<file path="src/rtl/logic_pipe_pkg.sv">
// Shared definitions for the pipelined bitwise logic unit.
package logic_pipe_pkg;

  localparam int unsigned OP_W = 3;

  localparam logic [OP_W-1:0] OP_AND   = 3'd0;
  localparam logic [OP_W-1:0] OP_OR    = 3'd1;
  localparam logic [OP_W-1:0] OP_XOR   = 3'd2;
  localparam logic [OP_W-1:0] OP_XNOR  = 3'd3;
  localparam logic [OP_W-1:0] OP_NAND  = 3'd4;
  localparam logic [OP_W-1:0] OP_NOR   = 3'd5;
  localparam logic [OP_W-1:0] OP_NOTA  = 3'd6;
  localparam logic [OP_W-1:0] OP_PASSA = 3'd7;

endpackage

</file>
<file path="src/rtl/logic_pipe_if.sv">
// Source/consumer handshake bundle for logic_pipe.
interface logic_pipe_if
  import logic_pipe_pkg::*;
#(
  parameter int unsigned WIDTH = 8
);
  logic             in_valid;
  logic             in_ready;
  logic [WIDTH-1:0] a;
  logic [WIDTH-1:0] b;
  logic [OP_W-1:0]  op;
  logic             acc_en;
  logic             acc_clr;
  logic             out_valid;
  logic             out_ready;
  logic [WIDTH-1:0] y;
  logic             all_ones;
  logic             parity;

  modport master (
    output in_valid, a, b, op, acc_en, acc_clr, out_ready,
    input  in_ready, out_valid, y, all_ones, parity
  );

  modport slave (
    input  in_valid, a, b, op, acc_en, acc_clr, out_ready,
    output in_ready, out_valid, y, all_ones, parity
  );
endinterface

</file>
<file path="src/rtl/logic_op_core.sv">
// Combinational WIDTH-bit 2-input gate family selected by op.
module logic_op_core
  import logic_pipe_pkg::*;
#(
  parameter int unsigned WIDTH = 8
) (
  input  logic [OP_W-1:0]  op,
  input  logic [WIDTH-1:0] a,
  input  logic [WIDTH-1:0] opnd_b,
  output logic [WIDTH-1:0] r
);

  always_comb begin
    r = '0;
    case (op)
      OP_AND:   r = a & opnd_b;
      OP_OR:    r = a | opnd_b;
      OP_XOR:   r = a ^ opnd_b;
      OP_XNOR:  r = ~(a ^ opnd_b);
      OP_NAND:  r = ~(a & opnd_b);
      OP_NOR:   r = ~(a | opnd_b);
      OP_NOTA:  r = ~a;
      OP_PASSA: r = a;
      default:  r = '0;
    endcase
  end

endmodule

</file>
<file path="src/rtl/logic_pipe.sv">
// Two-stage valid/ready pipelined logic unit with accumulator and
// registered reduction flags on the output stage.
module logic_pipe
  import logic_pipe_pkg::*;
#(
  parameter int unsigned WIDTH = 8
) (
  input  logic         clk,
  input  logic         rst,
  logic_pipe_if.slave  bus
);

  logic             s1_valid_q, s1_valid_d;
  logic [WIDTH-1:0] s1_r_q, s1_r_d;
  logic             s2_valid_q, s2_valid_d;
  logic [WIDTH-1:0] s2_y_q, s2_y_d;
  logic             s2_all_ones_q, s2_all_ones_d;
  logic             s2_parity_q, s2_parity_d;
  logic [WIDTH-1:0] acc_q, acc_d;

  logic             s2_load;
  logic             s1_load;
  logic             accept;
  logic [WIDTH-1:0] opnd_b;
  logic [WIDTH-1:0] r;

  assign s2_load = !s2_valid_q || bus.out_ready;
  assign s1_load = !s1_valid_q || s2_load;
  assign accept  = bus.in_valid && s1_load;
  // A clear arriving with an accumulate transaction zeroes the operand itself.
  assign opnd_b  = bus.acc_en ? (bus.acc_clr ? '0 : acc_q) : bus.b;

  logic_op_core #(.WIDTH(WIDTH)) u_core (
    .op     (bus.op),
    .a      (bus.a),
    .opnd_b (opnd_b),
    .r      (r)
  );

  always_comb begin
    s1_valid_d    = s1_valid_q;
    s1_r_d        = s1_r_q;
    s2_valid_d    = s2_valid_q;
    s2_y_d        = s2_y_q;
    s2_all_ones_d = s2_all_ones_q;
    s2_parity_d   = s2_parity_q;
    acc_d         = acc_q;

    if (s2_load) begin
      s2_valid_d = s1_valid_q;
      if (s1_valid_q) begin
        s2_y_d        = s1_r_q;
        s2_all_ones_d = &s1_r_q;
        s2_parity_d   = ^s1_r_q;
      end
    end

    if (s1_load) begin
      s1_valid_d = accept;
      if (accept) s1_r_d = r;
    end

    if (accept) acc_d = r;
    else if (bus.acc_clr) acc_d = '0;
  end

  always_ff @(posedge clk) begin
    if (rst) begin
      s1_valid_q    <= 1'b0;
      s1_r_q        <= '0;
      s2_valid_q    <= 1'b0;
      s2_y_q        <= '0;
      s2_all_ones_q <= 1'b0;
      s2_parity_q   <= 1'b0;
      acc_q         <= '0;
    end else begin
      s1_valid_q    <= s1_valid_d;
      s1_r_q        <= s1_r_d;
      s2_valid_q    <= s2_valid_d;
      s2_y_q        <= s2_y_d;
      s2_all_ones_q <= s2_all_ones_d;
      s2_parity_q   <= s2_parity_d;
      acc_q         <= acc_d;
    end
  end

  assign bus.in_ready  = s1_load;
  assign bus.out_valid = s2_valid_q;
  assign bus.y         = s2_y_q;
  assign bus.all_ones  = s2_all_ones_q;
  assign bus.parity    = s2_parity_q;

endmodule

</file>
<file path="src/flat_wrapper.sv">
// flat-port wrapper written by rule: the top's interface ports become plain ports
module logic_pipe_flat import logic_pipe_pkg::*;
#(
  parameter int unsigned WIDTH = 8
)
  (clk, rst, bus_in_valid, bus_a, bus_b, bus_op, bus_acc_en, bus_acc_clr, bus_out_ready, bus_in_ready, bus_out_valid, bus_y, bus_all_ones, bus_parity);
  logic_pipe_if #(.WIDTH(WIDTH)) bus_i ();
  input  logic clk;
  input  logic rst;
  input wire logic [$bits(bus_i.in_valid)-1:0] bus_in_valid;
  input wire logic [$bits(bus_i.a)-1:0] bus_a;
  input wire logic [$bits(bus_i.b)-1:0] bus_b;
  input wire logic [$bits(bus_i.op)-1:0] bus_op;
  input wire logic [$bits(bus_i.acc_en)-1:0] bus_acc_en;
  input wire logic [$bits(bus_i.acc_clr)-1:0] bus_acc_clr;
  input wire logic [$bits(bus_i.out_ready)-1:0] bus_out_ready;
  output wire logic [$bits(bus_i.in_ready)-1:0] bus_in_ready;
  output wire logic [$bits(bus_i.out_valid)-1:0] bus_out_valid;
  output wire logic [$bits(bus_i.y)-1:0] bus_y;
  output wire logic [$bits(bus_i.all_ones)-1:0] bus_all_ones;
  output wire logic [$bits(bus_i.parity)-1:0] bus_parity;
  assign bus_i.in_valid = bus_in_valid;
  assign bus_i.a = bus_a;
  assign bus_i.b = bus_b;
  assign bus_i.op = bus_op;
  assign bus_i.acc_en = bus_acc_en;
  assign bus_i.acc_clr = bus_acc_clr;
  assign bus_i.out_ready = bus_out_ready;
  assign bus_in_ready = bus_i.in_ready;
  assign bus_out_valid = bus_i.out_valid;
  assign bus_y = bus_i.y;
  assign bus_all_ones = bus_i.all_ones;
  assign bus_parity = bus_i.parity;
  logic_pipe #(.WIDTH(WIDTH)) u_core (.clk(clk), .rst(rst), .bus(bus_i));
endmodule
</file>
<file path="config.mk">
export PLATFORM = sky130hd
export DESIGN_NAME = logic_pipe_flat
export DESIGN_NICKNAME = d
export VERILOG_FILES = /design/src/rtl/logic_pipe_pkg.sv /design/src/rtl/logic_pipe_if.sv /design/src/rtl/logic_op_core.sv /design/src/rtl/logic_pipe.sv /design/src/flat_wrapper.sv
export SDC_FILE = /design/constraint.sdc
export NUM_CORES = 1
export LEC_CHECK = 0
export ABC_AREA = 1
export CORE_UTILIZATION = 30
export DETAILED_ROUTE_END_ITERATION = 12
export GPL_TIMING_DRIVEN = 0
export PLACE_DENSITY_LB_ADDON = 0.12
export SLEW_MARGIN = 20
export SYNTH_ARGS = -nofsm -noshare
export SYNTH_HDL_FRONTEND = slang
export SYNTH_HIERARCHICAL = 1
export SYNTH_SLANG_ARGS = --single-unit
</file>
<file path="constraint.sdc">
create_clock -name clk -period 2.15 [get_ports clk]
set_clock_uncertainty 0.15 [all_clocks]
set_input_delay 0.43 -clock clk [delete_from_list [all_inputs] [get_ports clk]]
set_output_delay 0.43 -clock clk [all_outputs]
set_load 0.03 [all_outputs]
</file>
==> results.yml <==
pwr:
  pwr-share-seq: 0.443
  peakVddDrop_uv: 216
  p_sw_frac: 0.330
  p_int_w: 0.000875
  clkPwrFrac: 0.210
  pwr-share-comb: 0.346
  p_per_area_nw_per_um2: 472
  power.leakage_nw: 1.32
  p_sw_w: 0.000431
  finalPower_w: 0.00131
clock_tree:
  cts.sinks: 28
  cts-hold-fix-buffers: 0
  clockBufferDepth: 2
  tritoncts: "built"
  cts_buffers: 3
  path_clk_slew_ns: 0.09
  clk_latency_ns: 0.27
  cts-root-buf: "clkbuf_8"
  cts_setup_buffers: 0
  htreeDepth: 1
setup_path:
  timing.rr.start: "u_core/acc_q[2]"
  r2r_cells: 12
  cp-start-kind: "input port"
  cpPeakStageDelay_ns: 0.45
  end_kind: "output pin"
  reg2reg_slack_ns: 0.33
  cp.buffers_inverters: 4
  worst-path-max-fanout: 10
  cp_slowest_cell: "clkdlybuf4s50_1"
  crit_chain: "clkdlybuf4s50_1, inv_1, nand3_2, clkbuf_8, buf_2"
  arrival_ns: 1.42
  worst_r2r_endpoint: "u_core/s1_r_q[2]"
  cp_data_required_time_ns: 1.57
  path_delay_family: "buffers and inverters"
  crit_type: "input port to output pin"
timing:
  max_slew_margin: 0.695
  setup_viol: 0
  slew_violations: 0
  timing.hold.ws_ns: 0.321
  period_share: 0.932
  min_period_ns: 2.00
  rsz0062_at_grt: "no"
  max_freq_mhz: 499
  tightest_slew_ns: 0.457
  hold_viol: 0
run:
  drv_cap: 0
logic_synthesis:
  syn_nets: 388
  synth-seq-cells: 28
  ys.warnings.count: 6
  synth.largest_area_cell: "dfxtp_1"
  ys_top_cells_by_area: "dfxtp_1 (25%), nand2_1 (12%), ha_1 (11%)"
  synth_compound_area_frac: 0.0657
  netlist-cell-type-count: 27
  synthMuxAreaShare: 0.0394
  synthSimpleGateAreaFrac: 0.385
  netlist_area_um2: 2280
  synth_top_area_frac: 0.245
  synth_top_family_by_area: "simple AND/OR/NAND/NOR gates"
  synth_xor_area_frac: 0
  synth.avg_cell_area_um2: 6.66
  synth-adder-area-share: 0.110
  synth-seq-area-share: 0.245
  syn_inst: 343
cells_and_area:
  n_antenna_cell: 0
  drive_above_1_share: 0.103
  final_common_cell: "nand2_1"
  final_cell_area_um2: 2770
  fin_cells: 477
  final_nets: 425
  mostFrequentLayoutCells: "nand2_1 (74), nor2_1 (51), inv_1 (50)"
  syn2layout_area_growth_pct: 21.1
  nFillCells: 826
worst_hold_path:
  hold_path_depth: 4
  worstHoldEndpoint: "u_core/acc_q[0]"
  hp-class: "input port to flip-flop"
  hold_start: "bus_acc_clr"
grt:
  grt_util_all_layers: 0.158
  antenna_found_initial: 0
  grt_pass1_wl_mm: 9.72
  grt_max_degree: 15
  first_global_vias: 2072
  grt_overflow_total: 0
floorplanning:
  num_rows: 31
  die_y_um: 89.3
  ioPinCount: 37
  coreArea_um2: 7290
  dieWidth_um: 89.3
  initial_core_util: 0.313
  die_area_um2: 7970
drt:
  drc: 0
  ant_nets: 0
  avgRoutedWirePerCell_um: 12.3
  vias: 2187
  totalWireLength_mm: 5.88
  first_pass_iters: 4
  via_per_inst: 4.58
  drt-initial-drc-count: 44
place:
  numPortBuffers: 32
  dp_cells: 474
  gp_congestion: 0.759
  place_hpwl_mm: 4.48
  placed_area_um2: 2730
status:
  status: "finished, final reports clean"
==> worst reg2reg max path, stage by stage (launching register included) <==
cell     delay, ns
dfxtp_1       0.32
inv_1         0.03
nor2_1        0.14
mux2_2        0.20
inv_1         0.04
ha_1          0.28
inv_1         0.04
nand2_1       0.05
nand2_1       0.05
nor2_1        0.09
nand3_1       0.13
nand3_1       0.13
a21oi_1       0.07
==> Yosys cell counts, drive strengths merged <==
master	n
nand2	76
nor2	54
inv	52
dfxtp	28
nand3	27
nand4	24
ha	20
a21oi	19
buf	13
o21ai	9
mux2	8
nand3b	8
clkbuf	3
a31oi	1
nor3	1
==> per-stage QoR <==
step	utilization	setup TNS (ns)	setup WS [ns]
floorplan	-	0	0.246
CTS	0.380	0	0.0355
detailed placement	0.374	-2.82	-0.339
global placement	0.374	-2.63	-0.327
finish	0.380	0	0.147
global route	0.380	0	0.0513
==> state kept, by name, summed over array words and instances (netlist names) <==
name,count
u_core/s1_r_q,8
u_core/s1_valid_q,1
u_core/bus.all_ones,1
u_core/acc_q,8
u_core/bus.parity,1
u_core/bus.out_valid,1
u_core/bus.y,8
==> power by group through the flow <==
stage	registers (W)	logic, W	clock network (W)
floorplan	0.000616	0.000277	0
global placement	0.000591	0.000450	0
detailed placement	0.000592	0.000454	0
CTS	0.000580	0.000457	0.000294
global route	0.000584	0.000509	0.000310
finish	0.000579	0.000452	0.000275
==> final cells by class <==
cell class | count | area [um2] | area share
Tap cell | 99 | 124 | 0.0448
Inverter | 52 | 195 | 0.0705
Buffer | 16 | 159 | 0.0574
Timing Repair Buffer | 32 | 315 | 0.114
Clock buffer | 3 | 41.3 | 0.0149
Multi-Input combinational cell | 247 | 1370 | 0.496
Sequential cell | 28 | 561 | 0.203
==> cells by family (layout without fill, tap and decap cells) <==
logic type | after synthesis | count (layout)
AND/OR/NAND/NOR | 190 | 190
buffers and inverters | 68 | 103
AO/OA/AOI/OAI | 29 | 29
flip-flops | 28 | 28
adder cells (fa/ha/maj) | 20 | 20
multiplexers | 8 | 8
==> worst max-delay path by stage <==
stage	from	end	slack (ns)	depth (start not counted)
after global placement	bus_out_ready	bus_in_ready	-0.33	5
after floorplan	bus_acc_en	u_core/acc_q[0]	0.25	10
final	bus_out_ready	bus_in_ready	0.15	5
after CTS	bus_out_ready	bus_in_ready	0.04	5
after detailed placement	bus_out_ready	bus_in_ready	-0.34	5
after global routing	bus_out_ready	bus_in_ready	0.05	5
==> per-layer routing <==
metal / global-route usage / vias up / routed length, um
li1: - / 1175 / -
met5: 0 / - / 0
met2: 0.264 / 36 / 2550
met4: 0.0274 / 0 / 74
met1: 0.218 / 968 / 3050
met3: 0.0231 / 8 / 202
==> what timing repair did <==
action / 4_1_cts / 5_1_grt
endpoints found under the setup margin: 1 / 10
gates resized for setup: 3 / 3
pin swaps: 0 / 0
Note: power is estimated with default switching activity, not from simulation.
